$ cat src/rtl/uart_pkg.sv
// Shared UART definitions: oversampling constants and receiver state encoding.
package uart_pkg;

  localparam int OVERSAMPLE   = 16;
  localparam int MID_SAMPLE   = 7;
  localparam int LAST_SAMPLE  = 15;
  localparam int DATA_BITS    = 8;

  localparam int SAMPLE_CNT_W = $clog2(OVERSAMPLE);
  localparam int BIT_CNT_W    = $clog2(DATA_BITS);

  typedef enum logic [2:0] {
    ST_IDLE  = 3'd0,
    ST_START = 3'd1,
    ST_DATA  = 3'd2,
    ST_STOP  = 3'd3,
    ST_BREAK = 3'd4
  } rx_state_t;

endpackage

$ cat src/rtl/uart_rx_sync.sv
// Two-flop synchronizer for an asynchronous input that idles high.
module uart_rx_sync (
  input  logic clk,
  input  logic rst,
  input  logic d_async,
  output logic d_sync
);

  logic meta;

  // Both stages reset high so an idle line is not mistaken for a start edge.
  always_ff @(posedge clk or posedge rst) begin
    if (rst) begin
      meta   <= 1'b1;
      d_sync <= 1'b1;
    end else begin
      meta   <= d_async;
      d_sync <= meta;
    end
  end

endmodule

$ cat src/rtl/uart_receiver.sv
// 8N1 UART receiver, 16x oversampled, with a one-entry valid/ready holding register.
//
//   state    | meaning
//   ---------+-----------------------------------------------------------
//   ST_IDLE  | line idle, waiting for rx_s to go low
//   ST_START | counting to mid start bit to confirm it is not a glitch
//   ST_DATA  | sampling 8 data bits, LSB first, one per 16 clocks
//   ST_STOP  | sampling the stop bit; high delivers, low flags framing error
//   ST_BREAK | line held low after a bad stop bit; wait for it to return high
module uart_receiver
  import uart_pkg::*;
(
  input  logic                 uart_samplig_clk,
  input  logic                 reset,
  input  logic                 RsRx,
  output logic                 valid,
  input  logic                 ready,
  output logic [DATA_BITS-1:0] data_received,
  output logic                 framing_error,
  output logic                 overrun
);

  logic                    rx_s;
  rx_state_t               state;
  rx_state_t               state_nxt;
  logic [SAMPLE_CNT_W-1:0] sample_cnt;
  logic [BIT_CNT_W-1:0]    bit_cnt;
  logic [DATA_BITS-1:0]    shift_reg;

  logic cnt_clr;
  logic bit_sample;
  logic frame_done;
  logic stop_bad;
  logic at_mid;
  logic at_last;

  uart_rx_sync u_sync (
    .clk     (uart_samplig_clk),
    .rst     (reset),
    .d_async (RsRx),
    .d_sync  (rx_s)
  );

  assign at_mid  = (sample_cnt == SAMPLE_CNT_W'(MID_SAMPLE));
  assign at_last = (sample_cnt == SAMPLE_CNT_W'(LAST_SAMPLE));

  // State register.
  always_ff @(posedge uart_samplig_clk or posedge reset) begin
    if (reset) state <= ST_IDLE;
    else       state <= state_nxt;
  end

  // Next-state decode and per-cycle control strobes.
  always_comb begin
    state_nxt  = state;
    cnt_clr    = 1'b0;
    bit_sample = 1'b0;
    frame_done = 1'b0;
    stop_bad   = 1'b0;
    case (state)
      ST_IDLE: begin
        if (!rx_s) begin
          state_nxt = ST_START;
          cnt_clr   = 1'b1;
        end
      end
      ST_START: begin
        if (at_mid) begin
          cnt_clr   = 1'b1;
          state_nxt = rx_s ? ST_IDLE : ST_DATA;
        end
      end
      ST_DATA: begin
        if (at_last) begin
          bit_sample = 1'b1;
          if (bit_cnt == BIT_CNT_W'(DATA_BITS - 1)) state_nxt = ST_STOP;
        end
      end
      ST_STOP: begin
        if (at_last) begin
          if (rx_s) begin
            frame_done = 1'b1;
            state_nxt  = ST_IDLE;
          end else begin
            stop_bad  = 1'b1;
            state_nxt = ST_BREAK;
          end
        end
      end
      ST_BREAK: begin
        if (rx_s) state_nxt = ST_IDLE;
      end
      default: state_nxt = ST_IDLE;
    endcase
  end

  // Oversample counter, bit counter and LSB-first shift register.
  always_ff @(posedge uart_samplig_clk or posedge reset) begin
    if (reset) begin
      sample_cnt <= '0;
      bit_cnt    <= '0;
      shift_reg  <= '0;
    end else begin
      if (cnt_clr)
        sample_cnt <= '0;
      else if (state == ST_START || state == ST_DATA || state == ST_STOP)
        sample_cnt <= sample_cnt + 1'b1;
      else
        sample_cnt <= '0;

      if (cnt_clr)
        bit_cnt <= '0;
      else if (bit_sample)
        bit_cnt <= bit_cnt + 1'b1;

      if (bit_sample)
        shift_reg <= {rx_s, shift_reg[DATA_BITS-1:1]};
    end
  end

  // Holding register: the receiver never stalls, so a full, unconsumed
  // register drops the new byte and latches overrun until reset.
  always_ff @(posedge uart_samplig_clk or posedge reset) begin
    if (reset) begin
      valid         <= 1'b0;
      data_received <= '0;
      framing_error <= 1'b0;
      overrun       <= 1'b0;
    end else begin
      framing_error <= stop_bad;
      if (frame_done) begin
        if (!valid || ready) begin
          data_received <= shift_reg;
          valid         <= 1'b1;
        end else begin
          overrun <= 1'b1;
        end
      end else if (valid && ready) begin
        valid <= 1'b0;
      end
    end
  end

endmodule

$ cat config.mk
export PLATFORM = sky130hd
export DESIGN_NAME = uart_receiver
export DESIGN_NICKNAME = d
export VERILOG_FILES = /design/src/rtl/uart_pkg.sv /design/src/rtl/uart_rx_sync.sv /design/src/rtl/uart_receiver.sv
export SDC_FILE = /design/constraint.sdc
export NUM_CORES = 1
export LEC_CHECK = 0
export CORE_MARGIN = 4
export CORE_UTILIZATION = 55
export CTS_BUF_LIST = sky130_fd_sc_hd__clkbuf_8
export DETAILED_ROUTE_END_ITERATION = 10
export PLACE_DENSITY = 0.78
export SYNTH_ARGS = -nofsm -noshare
export SYNTH_HDL_FRONTEND = slang
export SYNTH_SLANG_ARGS = --single-unit
export TNS_END_PERCENT = 10
$ cat constraint.sdc
create_clock -name uart_samplig_clk -period 4.1 [get_ports uart_samplig_clk]
set_clock_uncertainty 0.2 [all_clocks]
set_input_delay 0.82 -clock uart_samplig_clk [delete_from_list [all_inputs] [get_ports uart_samplig_clk]]
set_output_delay 0.82 -clock uart_samplig_clk [all_outputs]
set_load 0.005 [all_outputs]
==> results.py, run 1 <==
metrics = {
    "outcome": {
        "status": "finished clean",
    },
    "placed_design": {
        "gp_congestion": 0.764,
        "hpwlAfterDp_um": 1470,
        "portBuffers": 14,
    },
    "cts": {
        "cts_tree": "built",
        "cts_resized": 0,
        "clock-sinks": 31,
        "post_cts_buffers": 0,
        "ctsHoldBuffers": 0,
        "path_clk_slew_ns": 0.05,
        "cts_made_buffers": 5,
        "insertion_delay_ns": 0.28,
        "htreeDepth": 2,
        "clock-root-buffer": "clkbuf_8",
        "clk_path_buf_depth": 2,
    },
    "sta": {
        "max_slew_margin_pct": 26.6,
        "fin_setup_tns_ns": 0,
        "hold_viol": 0,
        "timing.fmax_ghz": 0.462,
        "hold_ws_ns": 0.156,
        "min_period_ns": 2.16,
        "worstMarginPinSlew_ns": 1.10,
        "rsz0062_at_grt": "no",
        "final_max_slew_viol_count": 0,
        "min_period_over_period_pct": 52.8,
        "setup_viol": 0,
    },
    "setup_path": {
        "r2r_slack_ns": 2.05,
        "path_max_fanout": 8,
        "critPathCapture": "data_received[5]",
        "r2r_cells": 4,
        "critPathRequiredTime_ns": 4.06,
        "critPathKind": "input pin to flop",
        "reg2reg_from": "sample_cnt[0]",
        "r2r_end": "bit_cnt[0]",
        "crit_arrival_ns": 2.12,
        "start_kind": "input pin",
        "end_kind": "flop",
        "crit_start": "ready",
    },
    "route": {
        "post-route-drc-count": 0,
        "drt_pre_antenna_iters": 2,
        "vias_per_cell": 5.64,
        "totalWireLength_um": 2140,
        "via_count": 823,
        "wl_per_cell_um": 14.7,
        "drtIter0Drc": 5,
        "drtAntennaViolNets": 0,
    },
    "synthesis": {
        "post-synth-top-count-cell": "dfrtp_1",
        "yosysWarnings": 0,
        "seq_area_frac_synth_pct": 59.5,
        "yosys-top-cells-count": "dfrtp_1 (29), mux2_2 (15), a21oi_1 (6)",
        "syn_area_per_cell_um2": 13.1,
        "yosysUniqueCellTypes": 29,
        "synthTopCellsByArea": "dfrtp_1 (55%), mux2_2 (13%), dfstp_2 (4.0%)",
        "synth_top_area_cell": "dfrtp_1",
        "synth_nets": 107,
        "syn_area_um2": 1310,
        "synth-edff-count": 0,
        "synth_top_area_share_pct": 55.4,
        "postSynth.asyncResetShare_pct": 100,
        "postSynthRegisterBits": 31,
        "synth_ff_type": "dfrtp_1",
        "synthCells": 100,
    },
    "global_route": {
        "grt_pass1_vias": 873,
        "grt_pass1_wl_um": 3850,
        "gr-usage-all-layers_pct": 16.1,
        "antenna_found_initial": 0,
        "grt_overflow": 0,
        "grt_max_degree": 32,
    },
    "power_and_ir_drop": {
        "p_leak_uw": 0.000724,
        "p_per_area_nw_per_um2": 483,
        "ir_worst_vdd_mv": 0.432,
        "fin_total_pwr_uw": 746,
    },
    "die": {
        "die_h_um": 56.8,
        "dieArea_um2": 3220,
        "coreArea_um2": 2230,
        "dieWidth_um": 56.8,
        "ios": 15,
        "start_util_pct": 58.6,
        "rows": 17,
    },
    "final_layout": {
        "antenna_cells": 0,
        "drive_gt1_share_pct": 23.7,
        "syn_to_final_growth_pct": 18.1,
        "fin_nets": 124,
    },
    "hold_path": {
        "hp-class": "flop to flop",
    },
    "run": {
        "maxCapViolCount": 0,
    },
}
cell families after synthesis:
family	count (synthesis)	synth area share, %
compound gates	17	7.94
xor+xnor	3	2.01
fa+ha+maj	3	2.87
buf+inv	6	2.01
flops	31	59.5
mux	15	12.9
simple gates	25	12.8
stage by stage:
step	util [%]	instances	cell area (µm²)	worst slack, ns
after floorplan	-	100	1310	2.22
after global placement	65.6	138	1470	1.64
after detailed placement	65.6	138	1470	1.63
after CTS	69.2	146	1550	1.93
after global routing	69.2	146	1550	1.81
final	69.2	146	1550	1.94
worst max-delay path, stage by stage:
cell,delay (ns)
clkdlybuf4s50_1,0.45
nor2b_1,0.08
nor3_4,0.39
mux2_2,0.38
worst min-delay path by stage:
stage / from / endpoint / slack, ns / cells past startpoint
4_1_cts: u_sync.meta / u_sync.d_sync / 0.16 / 0
2_1_floorplan: u_sync.meta / u_sync.d_sync / 0.15 / 0
3_3_place_gp: u_sync.meta / u_sync.d_sync / 0.15 / 0
5_1_grt: u_sync.meta / u_sync.d_sync / 0.16 / 0
6_report: u_sync.meta / u_sync.d_sync / 0.16 / 0
3_5_place_dp: u_sync.meta / u_sync.d_sync / 0.15 / 0
placed cells by master (no fill, tap or decap), drive strengths merged, types with 2 or more instances in the layout:
master	count
mux2	15
dfstp	2
xnor2	2
nor2b	3
a211oi	3
nand2	3
dfrtp	29
nand3b	2
nor2	4
clkbuf	5
nor3	4
nand3	3
a21oi	6
o21ai	5
inv	5
ha	3
clkdlybuf4s50	14
routing by layer:
layer  vias up  track usage, %  part of all wire, %
li1        395               -                    -
met1       402            19.5                   47
met2        17            24.4                   46
met3         9            4.83                  3.8
met4         0            10.9                  3.6
met5         -               0                    0
cell type report:
| type | instances | area [µm²] |
|---|---|---|
| flip-flops and latches | 31 | 778 |
| fillers | 157 | 688 |
| multi-input cells | 63 | 504 |
| repair buffers | 14 | 140 |
| clock buffers | 5 | 68.8 |
| well taps | 28 | 35.0 |
| clock inverters | 3 | 11.3 |
| inverters | 2 | 7.51 |
power breakdown:
group          total (µW)  switching (µW)  internal (µW)
clock                 216             103            113
combinational         132            68.4           63.6
sequential            399            54.2            344
Power figures use the tool's default switching activity.
==> run 2, diff against run 1 <==
==> constraint.sdc (replaced) <==
create_clock -name uart_samplig_clk -period 2 [get_ports uart_samplig_clk]
set_clock_uncertainty 0.2 [all_clocks]
set_input_delay 0.4 -clock uart_samplig_clk [delete_from_list [all_inputs] [get_ports uart_samplig_clk]]
set_output_delay 0.4 -clock uart_samplig_clk [all_outputs]
set_load 0.005 [all_outputs]
==> results.py, run 2 (synthesis results as in run 1) <==
metrics = {
    "outcome": {
        "status": "finished clean",
    },
    "sta": {
        "max_slew_margin_pct": 73.8,
        "min_period_ns": 1.86,
        "setup_viol": 0,
        "timing.fmax_ghz": 0.536,
        "rsz0062_at_grt": "no",
        "fin_setup_tns_ns": 0,
        "hold_ws_ns": 0.158,
        "min_period_over_period_pct": 93.2,
        "hold_viol": 0,
        "worstMarginPinSlew_ns": 0.383,
        "final_max_slew_viol_count": 0,
    },
    "final_layout": {
        "multi_input_area_um2": 507,
        "antenna_cells": 0,
        "seqCellArea_um2": 778,
        "drive_gt1_share_pct": 29.5,
        "final_area_um2": 1610,
        "layout_common_cells": "dfrtp_1 (29), mux2_2 (15), clkdlybuf4s50_1 (14), clkbuf_8 (7), a21oi_1 (6)",
        "fin_nets": 128,
        "n_fill_cell": 158,
        "final_common_cell": "dfrtp_1",
        "syn_to_final_growth_pct": 23.3,
    },
    "cts": {
        "path_clk_slew_ns": 0.06,
        "post_cts_buffers": 0,
        "cts_tree": "built",
        "clock-sinks": 31,
        "ctsHoldBuffers": 0,
        "clk_path_buf_depth": 2,
        "htreeDepth": 2,
        "insertion_delay_ns": 0.28,
        "cts_resized": 0,
        "clock-root-buffer": "clkbuf_8",
        "cts_made_buffers": 5,
    },
    "global_route": {
        "gr-usage-all-layers_pct": 15.9,
        "grt_pass1_wl_um": 3790,
        "grt_pass1_vias": 876,
        "antenna_found_initial": 0,
        "grt_max_degree": 32,
        "grt_overflow": 0,
    },
    "setup_path": {
        "critPathCapture": "data_received[5]",
        "reg2reg_from": "sample_cnt[0]",
        "r2r_slack_ns": 0.14,
        "r2r_end": "data_received[5]",
        "crit_start": "sample_cnt[0]",
        "path_max_fanout": 8,
        "critPathSlowestCell": "dfrtp_1",
        "crit_chain": "ha_2 -> nand4_4 -> nor3_4 -> buf_12 -> mux2_2",
        "cp_slowest_stage_delay_ns": 0.37,
        "start_kind": "flop",
        "critPathKind": "flop to flop",
        "r2r_cells": 5,
        "critPathRequiredTime_ns": 1.96,
        "crit_arrival_ns": 1.83,
        "end_kind": "flop",
    },
    "die": {
        "die_h_um": 56.8,
        "dieWidth_um": 56.8,
        "start_util_pct": 58.6,
        "rows": 17,
        "dieArea_um2": 3220,
        "ios": 15,
        "coreArea_um2": 2230,
    },
    "placed_design": {
        "gp_congestion": 0.747,
        "portBuffers": 14,
        "placed_cell_area_um2": 1510,
        "hpwlAfterDp_um": 1490,
    },
    "route": {
        "totalWireLength_um": 2150,
        "post-route-drc-count": 0,
        "drtAntennaViolNets": 0,
        "via_count": 841,
        "drtIter0Drc": 17,
        "wl_per_cell_um": 14.3,
        "vias_per_cell": 5.61,
        "drt_pre_antenna_iters": 6,
    },
    "run": {
        "maxCapViolCount": 0,
    },
    "power_and_ir_drop": {
        "p_leak_uw": 0.000745,
        "p_per_area_nw_per_um2": 1010,
        "ir_worst_vdd_mv": 1.10,
    },
    "hold_path": {
        "hp-class": "flop to flop",
    },
}
==> run 2: how the worst min path moves through the flow <==
| stage | start | end | slack, ns | cells after the start |
|---|---|---|---|---|
| after global placement | u_sync.meta | u_sync.d_sync | 0.15 | 0 |
| after detailed placement | u_sync.meta | u_sync.d_sync | 0.15 | 0 |
| after CTS | u_sync.meta | u_sync.d_sync | 0.16 | 0 |
| after global routing | u_sync.meta | u_sync.d_sync | 0.16 | 0 |
| final | u_sync.meta | u_sync.d_sync | 0.16 | 0 |
| after floorplan | u_sync.meta | u_sync.d_sync | 0.15 | 0 |
==> run 2: metrics by stage <==
| step | setup WS (ns) | cells | util [%] | total power (µW) |
|---|---|---|---|---|
| after floorplan | 0.185 | 100 | - | 1030 |
| after global placement | 0.0714 | 142 | 67.5 | 1090 |
| after detailed placement | 0.0341 | 142 | 67.5 | 1110 |
| after CTS | 0.0820 | 150 | 72.2 | 1650 |
| after global routing | 0.0445 | 150 | 72.3 | 1740 |
| final | 0.136 | 150 | 72.3 | 1630 |
==> run 2: final cells by class <==
class	instances	share of cell area, %
Clock inverter	1	0.465
Clock buffer	7	5.97
Sequential cell	31	48.2
Multi-Input combinational cell	63	31.4
Tap cell	28	2.17
Inverter	2	0.465
Timing Repair Buffer	18	11.3
==> run 2: metal layers <==
metal | track usage (%) | vias to the layer above | routed length, µm
met5 | 0 | - | 0
met4 | 12.6 | 0 | 72
met3 | 4.83 | 7 | 91
met2 | 24.1 | 17 | 1030
met1 | 18.5 | 414 | 956
li1 | - | 403 | -
==> run 2: worst max-delay path: cells and delay by family, from the launching register on <==
family	cells	cell delay [ns]
adder cells (fa/ha/maj)	1	0.25
flip-flops	1	0.37
multiplexers	1	0.33
buffers and inverters	1	0.15
AND/OR/NAND/NOR	2	0.43
==> run 2: power breakdown <==
part | internal (µW) | switching, µW
logic | 146 | 139
registers | 706 | 109
clock network | 312 | 220
==> run 3, diff against run 2 <==
--- a/config.mk
+++ b/config.mk
@@ -10,6 +10,7 @@
 export CTS_BUF_LIST = sky130_fd_sc_hd__clkbuf_8
 export DETAILED_ROUTE_END_ITERATION = 10
 export PLACE_DENSITY = 0.78
+export SLEW_MARGIN = 20
 export SYNTH_ARGS = -nofsm -noshare
 export SYNTH_HDL_FRONTEND = slang
 export SYNTH_SLANG_ARGS = --single-unit
==> results of run 3 <==
The final DEF is identical to that of run 2; final timing and power are the same.
